## config.mk

```make
export PLATFORM = sky130hd
export DESIGN_NAME = axil_write_slave
export DESIGN_NICKNAME = d
export VERILOG_FILES = /design/src/rtl/axil_write_slave.sv
export SDC_FILE = /design/constraint.sdc
export NUM_CORES = 1
export LEC_CHECK = 0
export BUFFER_PORTS_ARGS = -buffer_cell sky130_fd_sc_hd__buf_2
export CORE_ASPECT_RATIO = 0.6
export CORE_MARGIN = 2
export CORE_UTILIZATION = 40
export DETAILED_ROUTE_END_ITERATION = 10
export HOLD_SLACK_MARGIN = 0.15
export SLEW_MARGIN = 10
export SYNTH_ARGS = -nofsm -noshare
export SYNTH_HDL_FRONTEND = slang
export SYNTH_SLANG_ARGS = --single-unit
```

## constraint.sdc

```tcl
create_clock -name ACLK -period 2.05 [get_ports ACLK]
set_clock_uncertainty 0.05 [all_clocks]
set_input_delay 0.1025 -clock ACLK [delete_from_list [all_inputs] [get_ports ACLK]]
set_output_delay 0.1025 -clock ACLK [all_outputs]
set_load 0.02 [all_outputs]
```

## src/rtl/axil_write_slave.sv

```systemverilog
// axil_write_slave: AXI4-Lite write-only slave into a bank of 32-bit registers, with a local combinational read port
module axil_write_slave #(
  parameter int ADDR_WIDTH = 32,
  parameter int DATA_WIDTH = 32,
  parameter int NUM_REGS   = 16
) (
  input  logic                  ACLK,
  input  logic                  ARESET,
  input  logic [ADDR_WIDTH-1:0] AWADDR,
  input  logic                  AWVALID,
  output logic                  AWREADY,
  input  logic [DATA_WIDTH-1:0] WDATA,
  input  logic [3:0]            WSTRB,
  input  logic                  WVALID,
  output logic                  WREADY,
  output logic [1:0]            BRESP,
  output logic                  BVALID,
  input  logic                  BREADY,
  output logic                  WR_PULSE,
  output logic [7:0]            WR_INDEX,
  input  logic [7:0]            LOC_RADDR,
  output logic [31:0]           LOC_RDATA
);
  localparam int IW = $clog2(NUM_REGS);
  localparam logic [ADDR_WIDTH-1:0] LIMIT = ADDR_WIDTH'(4 * NUM_REGS);
  typedef enum logic [1:0] {IDLE, WRITE, RESP} state_t;
  state_t                state;
  logic                  aw_held, w_held, aw_hs, w_hs, in_range;
  logic [ADDR_WIDTH-1:0] aw_addr;
  logic [DATA_WIDTH-1:0] w_data;
  logic [3:0]            w_strb;
  logic [IW-1:0]         idx;
  logic [31:0]           regs [NUM_REGS];
  assign AWREADY   = !ARESET && state == IDLE && !aw_held;
  assign WREADY    = !ARESET && state == IDLE && !w_held;
  assign aw_hs     = AWVALID && AWREADY;
  assign w_hs      = WVALID && WREADY;
  assign in_range  = aw_addr < LIMIT;
  assign idx       = aw_addr[IW+1:2];
  assign LOC_RDATA = 32'(LOC_RADDR) < NUM_REGS ? regs[LOC_RADDR[IW-1:0]] : '0;
  always_ff @(posedge ACLK) begin
    if (ARESET) begin
      state    <= IDLE;
      aw_held  <= 1'b0;
      w_held   <= 1'b0;
      aw_addr  <= '0;
      w_data   <= '0;
      w_strb   <= '0;
      BVALID   <= 1'b0;
      BRESP    <= 2'b00;
      WR_PULSE <= 1'b0;
      WR_INDEX <= '0;
      for (int i = 0; i < NUM_REGS; i++) regs[i] <= '0;
    end else begin
      WR_PULSE <= 1'b0;
      WR_INDEX <= '0;
      case (state)
        IDLE: begin
          if (aw_hs) aw_addr <= AWADDR;
          if (w_hs) begin
            w_data <= WDATA;
            w_strb <= WSTRB;
          end
          // both halves present (held or arriving now) launch the write and free the holding flags
          if ((aw_held || aw_hs) && (w_held || w_hs)) begin
            state   <= WRITE;
            aw_held <= 1'b0;
            w_held  <= 1'b0;
          end else begin
            aw_held <= aw_held || aw_hs;
            w_held  <= w_held || w_hs;
          end
        end
        WRITE: begin
          if (in_range)
            for (int b = 0; b < 4; b++)
              if (w_strb[b]) regs[idx][8*b +: 8] <= w_data[8*b +: 8];
          WR_PULSE <= in_range;
          WR_INDEX <= in_range ? 8'(idx) : 8'd0;
          BRESP    <= in_range ? 2'b00 : 2'b10;
          BVALID   <= 1'b1;
          state    <= RESP;
        end
        RESP: begin
          if (BREADY) begin
            BVALID <= 1'b0;
            state  <= IDLE;
          end
        end
        default: state <= IDLE;
      endcase
    end
  end
endmodule

```

# --- After elaboration in Yosys (flattened, before gate mapping) ---
# Memory sizes are Yosys's and may differ from the RTL's.
# Cells that the tools add are included.
word_totals:
  regBits: 84
  ram_bits: 512
  in_bits: 81
  output_inout_bits: 46
  word_cells: 74
  memories: 1
op_classes:
  order_cmp: 2
  n_eq_ne: 4
  muxes: 34
  n_bitwise: 2
  n_reduce_logical: 20
memory_table:
  columns: ["memory", "words", "word_bits", "read_ports", "rd_ports_with_merged_regs", "write_ports", "line_no", "source"]
  rows:
  - ["regs", 16, 32, 1, 0, 16, "33", "logic [31:0] regs [NUM_REGS];"]
ops:
  columns: ["cell", "n"]
  rows:
  - ["32-bit 2-to-1 mux", 2]
  - ["32-bit by 7-bit less-than comparator with 1-bit output (second input constant)", 1]
  - ["32-bit OR reduction", 1]
  - ["1-bit 2-to-1 mux", 25]
  - ["8-bit by 5-bit less-than comparator with 1-bit output (second input constant)", 1]
  - ["4-bit 2-to-1 mux", 2]
  - ["2-bit AND reduction", 4]
  - ["1-bit logical AND", 6]
  - ["2-bit 2-to-1 mux", 3]
  - ["2-bit one-hot mux with 3 select lines", 1]
  - ["1-bit logical NOT", 3]
  - ["3-bit OR reduction", 1]
  - ["2-bit by 1-bit == test with 1-bit output (second input constant)", 1]
  - ["2-bit == test (second input constant)", 1]
  - ["2-bit logical NOT", 1]
  - ["1-bit logical OR", 2]
  - ["2-bit by 1-bit != test with 1-bit output (second input constant)", 1]
  - ["2-bit != test (second input constant)", 1]
  - ["1-bit inverter", 2]
  - ["1-bit one-hot mux with 2 select lines", 1]
  - ["2-bit nonzero test", 1]
  - ["2-bit OR reduction", 1]

# --- Logic depth before layout (Yosys ltp) ---
# Gate-level depths: netlist (run 1).
depth:
  depth_word: 8
  ltp_mapped: 7
  ltp_nobuf: 4

# --- Worst setup path after synthesis (run 1) ---
# OpenSTA, ideal clock, no wires.
synth_timing:
  kind: "reg-to-reg"
  start: "register state[1]"
  end: "register aw_addr[21]"
  arrival_time_ns: 1.809
  path_slack_ns: 0.059
  path_stages_with_launch: 7
  path_buffers: 2
  synth_period_minus_slack_ns: 1.991
  cell_sequence: "dfxtp_1 buf_2 nor4_1 nand2_1 clkbuf_1 nand2_1 a21oi_1"
synth_between:
  elab_chain_len: 5
synth_rtl:
  columns: ["element", "line_no", "source"]
  rows:
  - ["start: declaration", "27", "state_t state;"]
  - ["start signal: assignment", "43", "state <= IDLE;"]
  - ["start signal: assignment", "66", "state <= WRITE;"]
  - ["start signal: assignment", "82", "state <= RESP;"]
  - ["2-bit logical NOT", "34", "assign AWREADY = !ARESET && state == IDLE && !aw_held;"]
  - ["1-bit logical AND (2 in series)", "34", null]
  - ["net AWREADY", "11", "output logic AWREADY,"]
  - ["1-bit logical AND", "36", "assign aw_hs = AWVALID && AWREADY;"]
  - ["2-bit AND reduction (no source line)", null, null]
  - ["end signal: assignment", "46", "aw_addr <= '0;"]
  - ["end signal: assignment", "59", "if (aw_hs) aw_addr <= AWADDR;"]
  - ["end: declaration", "29", "logic [ADDR_WIDTH-1:0] aw_addr;"]
# The timed path passes the listed nets, and every way through them passes these cells.
# A chain may end at the register's enable or synchronous reset.

# --- Worst setup path after layout (run 1) ---
layout_timing:
  start: "memory regs[4][30]"
  end: "output port LOC_RDATA[30]"
layout_between:
  elab_chain_len: 2
layout_rtl:
  columns: ["element", "line_no", "source"]
  rows:
  - ["start: declaration", "33", null]
  - ["memory 16 x 32 bit", null, null]
  - ["32-bit 2-to-1 mux", "40", "assign LOC_RDATA = 32'(LOC_RADDR) < NUM_REGS ? regs[LOC_RADDR[IW-1:0]] : '0;"]
  - ["end: declaration", "22", "output logic [31:0] LOC_RDATA"]
# No other way between the ends.

==> run_results.csv, run 1 <==
group,metric,value,unit
critical_path,crit_arrival,2.20,ns
cells_and_area,final_core_util,50.5,%
drt,ant_nets,0,
timing,rsz0062_at_grt,"true",
timing,finalSetupViolCount,183,
floorplan,die_area,66600,µm²
worst_hold_path,hold_class,"in -> reg",
grt,grt_pass1_vias,17400,
critical_path,worstReg2RegEnd,"regs[10][15]$_SDFFCE_PN0P_",
worst_hold_path,hp-start,"WDATA[15]",
grt,use_met2,33.0,%
drt,drc,0,
grt,grt.busiest_layer,"met1",
grt,grtUsageMet3,8.58,%
grt,met1_usage,36.5,%
floorplan,fp.dieW,332,µm
power,max-vdd-ir-drop,584,µV
place,place.gp.congestion,0.896,
synthesis,synth_edf_count,512,
cts,clk_pin_slew_worst_paths,0.07,ns
timing,slew_headroom,48.2,%
cells_and_area,drive_gt1_share,27.0,%
timing,layout_setup_ws,-0.306,ns
drt,wire_per_inst,26.4,µm
floorplan,coreArea,64100,µm²
place,dp.cells,2934,
grt,grt_max_degree,83,
cells_and_area,antenna_cells,0,
critical_path,cp-end-kind,"primary output",
cts,cts_root_buffer,"clkbuf_16",
status,outcome,"finished, violations left",
critical_path,reg2regPathDepth,7,
cells_and_area,fin_cells,3147,
timing,min_period,2.36,ns
drt,wirelength,83000,µm
synthesis,synth_cells,2001,
synthesis,ys_types,36,
cells_and_area,multiInputGateArea,8850,µm²
floorplan,initial_core_util,40.2,%
synthesis,ys_warn_count,0,
drt,firstDrtPassIters,5,
synthesis,async_flop_share,0,%
floorplan,ioPinCount,127,
synthesis,syn_area,25800,µm²
synthesis,synth_seq_cells,589,
status,failed_checks,"setup timing",
timing,slew_violations,0,
place,dp_hpwl,54000,µm
grt,grt_pass1_wl,117000,µm
worst_hold_path,min_to,"w_data[15]$_SDFFE_PP0P_",
cts,clk_path_buf_depth,3,
cells_and_area,nFillCells,5399,
timing,fin_tns_setup,-9.59,ns
power,p_leak,11.0,nW
drt,drt_iter0_markers,2721,
cts,cts_made_buffers,54,
cells_and_area,seq_area,16900,µm²
floorplan,die_h,201,µm
place,io_buffers,119,
cts,clk_latency,0.59,ns
critical_path,required,1.90,ns
timing,fin_worst_hold_slack,0.232,ns
synthesis,yosysSeqAreaShare,65.6,%
timing,tightest_slew,0.777,ns
place,place_worst_setup_slack,-0.0537,ns
cts,cts_max_level,2,
grt,antenna_found_initial,0,
floorplan,rows,72,
grt,overflow,0,
cts,cts_tree,"built",
timing,hold_viol,0,
critical_path,r2r-start,"aw_addr[23]$_SDFFE_PP0P_",
drt,vias,18200,
power,powerDensity,823,nW/µm²
critical_path,r2r_slack,-0.10,ns
timing,max_freq,0.424,GHz
cells_and_area,syn_to_final_growth,25.6,%
synthesis,synthFlopType,"edfxtp_1",
synthesis,avgSynthCellArea,12.9,µm²
critical_path,critPathMaxFanout,1,
run,drv_cap,0,
drt,vias_per_cell,5.79,
critical_path,path_class,"reg -> out",
critical_path,startpoint_type,"flop",
cells_and_area,nets,2332,
cts,clock-sinks,589,
worst_hold_path,hold_path_depth,4,
grt,grtUsageTotal,24.0,%
timing,fin_crit_sh,115,%
-- how the worst max path moves through the flow --
stage | from | endpoint | depth (start not counted)
2_1_floorplan | state[1]$_SDFFE_PP0P_ | aw_addr[21]$_SDFFE_PP0P_ | 6
3_3_place_gp | aw_addr[9]$_SDFFE_PP0P_ | regs[13][9]$_SDFFCE_PN0P_ | 5
3_5_place_dp | aw_addr[26]$_SDFFE_PP0P_ | regs[13][9]$_SDFFCE_PN0P_ | 5
4_1_cts | regs[4][30]$_SDFFCE_PN0P_ | LOC_RDATA[30] | 4
5_1_grt | regs[4][30]$_SDFFCE_PN0P_ | LOC_RDATA[30] | 4
6_report | regs[4][30]$_SDFFCE_PN0P_ | LOC_RDATA[30] | 4
-- metrics by stage --
stage | power (mW) | instance area (µm²)
3_5_place_dp | 15.7 | 28200
4_1_cts | 26.6 | 31700
5_1_grt | 27.4 | 32400
2_1_floorplan | 14.9 | 25800
3_3_place_gp | 15.7 | 28200
6_report | 26.6 | 32400
-- state kept, by name (all words and copies together) (netlist names), 2 cells and up --
name,count
regs,512
w_data,32
aw_addr,30
WR_INDEX,4
w_strb,4
state,2
-- cell families after synthesis --
kind of cell / count (synthesis) / synth area share, %
AOI/OAI and AO/OA: 231 / 6.36
buffers and inverters: 201 / 3.76
DFF: 589 / 65.6
muxes: 161 / 11.0
other: 1 / 0.0145
and+or+nand+nor: 818 / 13.3
-- worst max-delay path: stages, from the launching register on --
cell and delay, ns:
edfxtp_1 0.40, mux4_2 0.52, mux2_4 0.30, a22o_4 0.25, buf_6 0.13
-- final cells by class --
class	count	share of cell area, %
clock buffer	72	4.83
sequential	589	52.2
tap	851	3.29
inverter	1	0.0116
multi-input combinational	1215	27.3
clock inverter	29	0.989
timing repair buffer	390	11.3
-- layout by cell type, fill, tap and decap left out, types with 2 or more instances in the layout --
master         count
edfxtp_1         512
and2_1             7
clkinv_2          10
inv_4              2
a31o_4            63
buf_6              6
mux4_2            97
nor4_1             2
nand3_1           54
bufinv_16          7
buf_12            42
nand2_1          190
buf_8              3
nand2b_1           4
clkinv_1           8
dlygate4sd3_1     91
buf_4            149
dfxtp_2            2
and4_1            33
clkbuf_16         67
mux2i_4            5
nor3_2             2
nor2_1           496
clkbuf_8           4
nor4_2             7
a21oi_1           68
o211ai_1          31
a22oi_1           22
mux2i_1           52
and2_2             2
conb_1             5
dfxtp_1           75
nor3_1             7
a22oi_2           40
mux2i_2            5
buf_2             90
clkbuf_1           9
-- Yosys cell counts, types with 2 or more instances --
library cell	n	area (µm²)
nor3_1	7	35.0
nor2_1	497	1870
and4_1	33	289
nand2b_1	4	25.0
and3_1	2	12.5
buf_4	30	225
dfxtp_1	77	1540
mux2i_1	62	621
nor4_1	8	50.1
a21oi_1	69	345
edfxtp_1	512	15400
nor4_2	2	25.0
buf_6	2	22.5
nand3_1	55	275
nand2_1	191	717
clkbuf_1	95	357
and2_1	10	62.6
a31o_2	64	561
nor2b_1	3	18.8
mux2_2	2	22.5
o211ai_1	31	233
nor3_2	3	30.0
buf_2	71	355
mux4_2	97	2180
a22oi_1	62	465
buf_1	2	7.51
-- what timing repair did --
action                                  4_1_cts  5_1_grt
endpoints found under the setup margin      279      609
pin swaps                                    14       35
gates cloned                                  0       10
setup buffers                                 0       12
hold buffers                                 92        0
hold endpoints to repair                     72        0
resized for setup                            97       77
-- power by group --
group	internal, mW	switching, mW	total (mW)
Clock	6.25	4.53	10.8
Combinational	0.984	1.25	2.23
Sequential	13.4	0.235	13.6
-- metal layers --
| layer | wire length (µm) | part of all wire, % | vias to the layer above |
|---|---|---|---|
| li1 | - | - | 7831 |
| met1 | 35800 | 43 | 9070 |
| met2 | 33800 | 41 | 1231 |
| met3 | 11900 | 14 | 97 |
| met4 | 1530 | 1.8 | 0 |
| met5 | 0 | 0 | - |
(Power assumes the default switching activity.)
==> inputs of run 2 (changes only) <==
Clock period 2.05 ns to 2.7 ns, I/O delays scaled along.
==> run 2 against run 1 <==
Against the previous run: the flow now finishes without violations; sequential cell count stayed put; core utilization down 3.1 points; critical path depth rose by 4.
==> run_results.csv, run 2 (synthesis gave the netlist of run 1 again) <==
group,metric,value,unit
status,outcome,"completed",
drt,drt_iter0_markers,1896,
floorplan,rows,72,
run,drv_cap,0,
power,max-vdd-ir-drop,513,µV
cells_and_area,syn_to_final_growth,17.8,%
cts,cts_root_buffer,"clkbuf_16",
cells_and_area,antenna_cells,0,
drt,wire_per_inst,24.3,µm
cells_and_area,nets,2275,
grt,grtUsageTotal,22.3,%
cts,clock-sinks,589,
place,io_buffers,119,
floorplan,initial_core_util,40.2,%
place,place.gp.congestion,0.814,
cells_and_area,top_regs,"regs: 512 flops, w_data: 32 flops, aw_addr: 30 flops",
floorplan,coreArea,64100,µm²
place,place_worst_setup_slack,0.133,ns
cts,clk_latency,0.60,ns
cts,clk_pin_slew_worst_paths,0.06,ns
cts,cts_max_level,2,
timing,hold_viol,0,
critical_path,startpoint_type,"primary input",
cells_and_area,drive_gt1_share,21.8,%
timing,rsz0062_at_grt,"false",
worst_hold_path,hold_class,"in -> reg",
timing,layout_setup_ws,0.0612,ns
cts,cts_made_buffers,53,
worst_hold_path,hp-start,"WDATA[12]",
critical_path,path_class,"in -> out",
critical_path,crit_arrival,2.45,ns
cts,post-cts-setup-buffers,0,
timing,fin_worst_hold_slack,0.289,ns
power,p_leak,10.3,nW
timing,max_freq,0.379,GHz
floorplan,ioPinCount,127,
drt,vias_per_cell,5.71,
place,dp_hpwl,48800,µm
place,dp.cells,2884,
cells_and_area,final_common_cell,"edfxtp_1",
drt,wirelength,75100,µm
grt,overflow,0,
timing,slew_headroom,28.0,%
cts,cts_tree,"built",
critical_path,r2r-start,"state[1]$_SDFFE_PP0P_",
grt,antenna_found_initial,2,
critical_path,required,2.52,ns
drt,ant_nets,0,
grt,grt_pass1_vias,17400,
drt,drc,0,
timing,finalSetupViolCount,0,
timing,tightest_slew,1.08,ns
cells_and_area,largest-register,"regs",
drt,vias,17600,
power,power,19.3,mW
cells_and_area,final_cell_mix,"512 x edfxtp_1, 496 x nor2_1, 190 x nand2_1",
critical_path,critPathMaxFanout,16,
timing,min_period,2.64,ns
timing,fin_crit_sh,97.7,%
timing,fin_tns_setup,0,ns
cells_and_area,nFillCells,5580,
timing,slew_violations,0,
grt,grt_pass1_wl,111000,µm
cells_and_area,fin_cells,3088,
floorplan,die_area,66600,µm²
drt,firstDrtPassIters,5,
grt,grt_max_degree,83,
cells_and_area,largest_reg_flops,512,
floorplan,die_h,201,µm
critical_path,cp-end-kind,"primary output",
floorplan,fp.dieW,332,µm
cts,clk_path_buf_depth,3,
power,powerDensity,635,nW/µm²
critical_path,worstSetupStartpoint,"LOC_RADDR[1]",
## run 2: cell types whose count changed in the layout (fill, tap and decap cells not counted), moves of 6 or more
| cell | delta |
|---|---|
| a22oi_2 | -40 |
| buf_4 | -58 |
| dlygate4sd3_1 | +15 |
| mux2i_1 | +10 |
| buf_2 | +26 |
| buf_12 | -22 |
| clkbuf_16 | -9 |
| a22oi_1 | +40 |
| a31o_4 | -63 |
| a31o_2 | +63 |
| buf_6 | -6 |
| bufinv_16 | -7 |
## run 2: through the flow
| stage | cell area [µm²] | util (%) |
|---|---|---|
| finish | 30400 | 47.4 |
| global route | 30400 | 47.4 |
| CTS | 30400 | 47.4 |
| detailed placement | 27600 | 43.1 |
| global placement | 27600 | 43.1 |
| floorplan | 25800 | - |
## run 2: layout make-up
type	instances	area, µm²	area share [%]
tap	851	1060	3.50
inverter	1	3.75	0.0123
clock buffer	77	1600	5.27
timing repair buffer	334	2740	9.02
clock inverter	21	109	0.358
sequential	589	16900	55.7
multi-input combinational	1215	7960	26.2
## run 2: worst paths after layout
path | cells past startpoint | endpoint | slack [ns]
worst min register to register | 2 | aw_addr[14]$_SDFFE_PP0P_ | 0.41
worst max-delay path | 8 | LOC_RDATA[15] | 0.06
worst max register to register | 6 | aw_addr[5]$_SDFFE_PP0P_ | 0.23
worst min-delay path | 4 | w_data[12]$_SDFFE_PP0P_ | 0.29
## run 2: power by group
| part | leakage [nW] | switching [mW] | internal [mW] |
|---|---|---|---|
| registers | 5.91 | 0.130 | 10.2 |
| logic | 3.57 | 0.906 | 0.609 |
| clock network | 0.853 | 3.37 | 4.12 |
## run 2: critical path: stages
cell	delay [ns]
buf_4	0.19
nor2_2	0.85
buf_4	0.40
buf_4	0.21
a22oi_1	0.10
a22oi_1	0.20
o211ai_1	0.14
buf_2	0.21
## run 2: per-layer routing
| layer | global-route usage [%] | vias to the layer above | wire (µm) |
|---|---|---|---|
| met5 | 0 | - | 0 |
| li1 | - | 7695 | - |
| met1 | 32.8 | 8907 | 32000 |
| met2 | 32.7 | 923 | 32600 |
| met4 | 4.56 | 0 | 1420 |
| met3 | 6.96 | 99 | 9100 |
## run 2: timing repair
item | CTS | global route
setup endpoints to repair | 0 | 1
hold buffers | 106 | 0
gates resized for setup | 0 | 1
hold endpoints to repair | 71 | 0
==> inputs of run 3 (changes only) <==
--- a/constraint.sdc
+++ b/constraint.sdc
@@ -3,3 +3,3 @@
 set_input_delay 0.135 -clock ACLK [delete_from_list [all_inputs] [get_ports ACLK]]
 set_output_delay 0.135 -clock ACLK [all_outputs]
-set_load 0.02 [all_outputs]
+set_load 0.1 [all_outputs]
==> run 3 against run 2 <==
Against the previous run: sequential share of layout area decreased by 0.76 points; core utilization increased by 0.66 points; setup slack got worse by 0.030 ns; via count up 0.28%; clock power shrank 0.7%; total power increased by 0.89%; register-to-register slack worse by 0.20 ns; sequential power about the same; critical endpoint is now aw_addr[13]$_SDFFE_PP0P_; highest routed layer is now met5.
==> run_results.csv, run 3 (synthesis gave the netlist of run 1 again) <==
group,metric,value,unit
timing,hold_viol,0,
drt,wirelength,76300,µm
drt,wire_per_inst,24.6,µm
run,drv_cap,0,
critical_path,crit_slowest_cell,"dlygate4sd3_1",
grt,grtUsageTotal,22.7,%
critical_path,worstSetupStartpoint,"state[1]$_SDFFE_PP0P_",
cells_and_area,antenna_cells,0,
cells_and_area,largest_reg_flops,512,
drt,drt_iter0_markers,2103,
worst_hold_path,hold_class,"in -> reg",
cts,clk_path_buf_depth,3,
grt,grt_pass1_wl,112000,µm
critical_path,cpPeakStageDelay,0.59,ns
timing,min_period,2.67,ns
drt,vias_per_cell,5.70,
drt,firstDrtPassIters,6,
cells_and_area,nFillCells,5517,
timing,tightest_slew,1.03,ns
timing,finalSetupViolCount,0,
timing,fin_tns_setup,0,ns
worst_hold_path,hp-start,"WDATA[22]",
status,outcome,"completed",
grt,grt_pass1_vias,17600,
critical_path,path_class,"reg -> reg",
power,p_leak,10.4,nW
timing,slew_headroom,31.4,%
grt,overflow,0,
cells_and_area,fin_cells,3103,
critical_path,r2r-start,"state[1]$_SDFFE_PP0P_",
cells_and_area,top_regs,"regs: 512 flops, w_data: 32 flops, aw_addr: 30 flops",
critical_path,critPathMaxFanout,30,
timing,slew_violations,0,
cells_and_area,final_common_cell,"edfxtp_1",
cells_and_area,final_cell_mix,"512 x edfxtp_1, 496 x nor2_1, 191 x nand2_1",
power,powerDensity,632,nW/µm²
critical_path,cp-end-kind,"flop",
floorplan,die_area,66600,µm²
place,dp.cells,2858,
grt,antenna_found_initial,1,
cells_and_area,largest-register,"regs",
timing,fin_worst_hold_slack,0.281,ns
floorplan,die_h,201,µm
place,place.gp.congestion,0.827,
critical_path,critPathMostFrequentCell,"dlygate4sd3_1",
drt,drc,0,
cts,cts_root_buffer,"clkbuf_16",
cts,cts_max_level,2,
timing,max_freq,0.375,GHz
critical_path,r2r_slack,0.03,ns
floorplan,ioPinCount,127,
cts,cts_tree,"built",
cts,clock-sinks,589,
drt,ant_nets,0,
cells_and_area,drive_gt1_share,20.3,%
place,io_buffers,119,
critical_path,startpoint_type,"flop",
cells_and_area,nets,2291,
timing,layout_setup_ws,0.0312,ns
floorplan,fp.dieW,332,µm
timing,fin_crit_sh,98.8,%
cts,clk_pin_slew_worst_paths,0.06,ns
drt,vias,17700,
grt,grt_max_degree,90,
critical_path,required,3.19,ns
place,place_worst_setup_slack,0.288,ns
power,max-vdd-ir-drop,418,µV
cells_and_area,syn_to_final_growth,19.5,%
critical_path,crit_arrival,3.16,ns
floorplan,rows,72,
floorplan,initial_core_util,40.2,%
cts,cts_made_buffers,52,
critical_path,cp_cell_sequence,"nor4_4 > and2_4 > buf_12 > nand2_1 > dlygate4sd3_1 > a21oi_1 > dlygate4sd3_1",
cts,clk_latency,0.60,ns
floorplan,coreArea,64100,µm²
place,dp_hpwl,47500,µm
==> run 3: changes by cell type in the layout (fill, tap and decap cells not counted), moves of 2 or more <==
cell           change
dlygate4sd3_1     +39
buf_4             -21
buf_2             -17
buf_12            +15
clkbuf_16          -5
clkinv_2           -5
clkbuf_1           +4
bufinv_16          +3
clkinv_1           +3
and2_4             +2
nor4_2             -2
nor4_4             +2
==> run 3: layer usage <==
layer	wire, µm	part of all wire (%)	vias up	GRT usage [%]
li1	-	-	7728	-
met1	32500	43	8853	33.6
met2	33400	44	981	33.7
met3	9070	12	109	6.11
met4	1300	1.7	2	4.46
met5	13	0.017	-	0
==> run 3: critical path: cells and delay by family, from the launching register on <==
family | cells | cell delay [ns]
AND/OR/NAND/NOR | 3 | 0.63
flip-flops | 1 | 0.40
buffers and inverters | 3 | 1.34
AO/OA/AOI/OAI | 1 | 0.18
==> run 3: report_power, final <==
part,switching [mW],internal (mW),total (mW)
Clock,3.35,4.08,7.44
Sequential,0.134,10.2,10.3
Combinational,1.06,0.674,1.74
==> run 3: worst paths after layout <==
path | endpoint | cells past startpoint
setup / recovery | aw_addr[13]$_SDFFE_PP0P_ | 7
hold / removal | w_data[22]$_SDFFE_PP0P_ | 4
setup reg to reg | aw_addr[13]$_SDFFE_PP0P_ | 7
hold reg to reg | w_data[18]$_SDFFE_PP0P_ | 2
==> run 3: final cells by class <==
type / instances / area, µm² / area share, %
Clock buffer: 75 / 1480 / 4.80
Inverter: 1 / 3.75 / 0.0122
Multi-Input combinational cell: 1216 / 7990 / 25.9
Timing Repair Buffer: 350 / 3190 / 10.3
Tap cell: 851 / 1060 / 3.46
Clock inverter: 21 / 176 / 0.572
Sequential cell: 589 / 16900 / 54.9
==> run 3: stage by stage <==
stage | area, µm² | utilization [%] | total power, mW
global placement | 27700 | 43.1 | 12.0
global route | 30800 | 48.0 | 20.0
finish | 30800 | 48.0 | 19.5
detailed placement | 27700 | 43.1 | 12.0
CTS | 30800 | 48.0 | 19.5
floorplan | 25900 | - | 11.5
==> run 3: what timing repair did <==
| action | CTS | global route |
|---|---|---|
| hold buffers | 145 | 0 |
| hold endpoints to repair | 71 | 0 |
| gates resized for setup | 0 | 7 |
| endpoints found under the setup margin | 0 | 35 |
| buffers inserted | 0 | 3 |
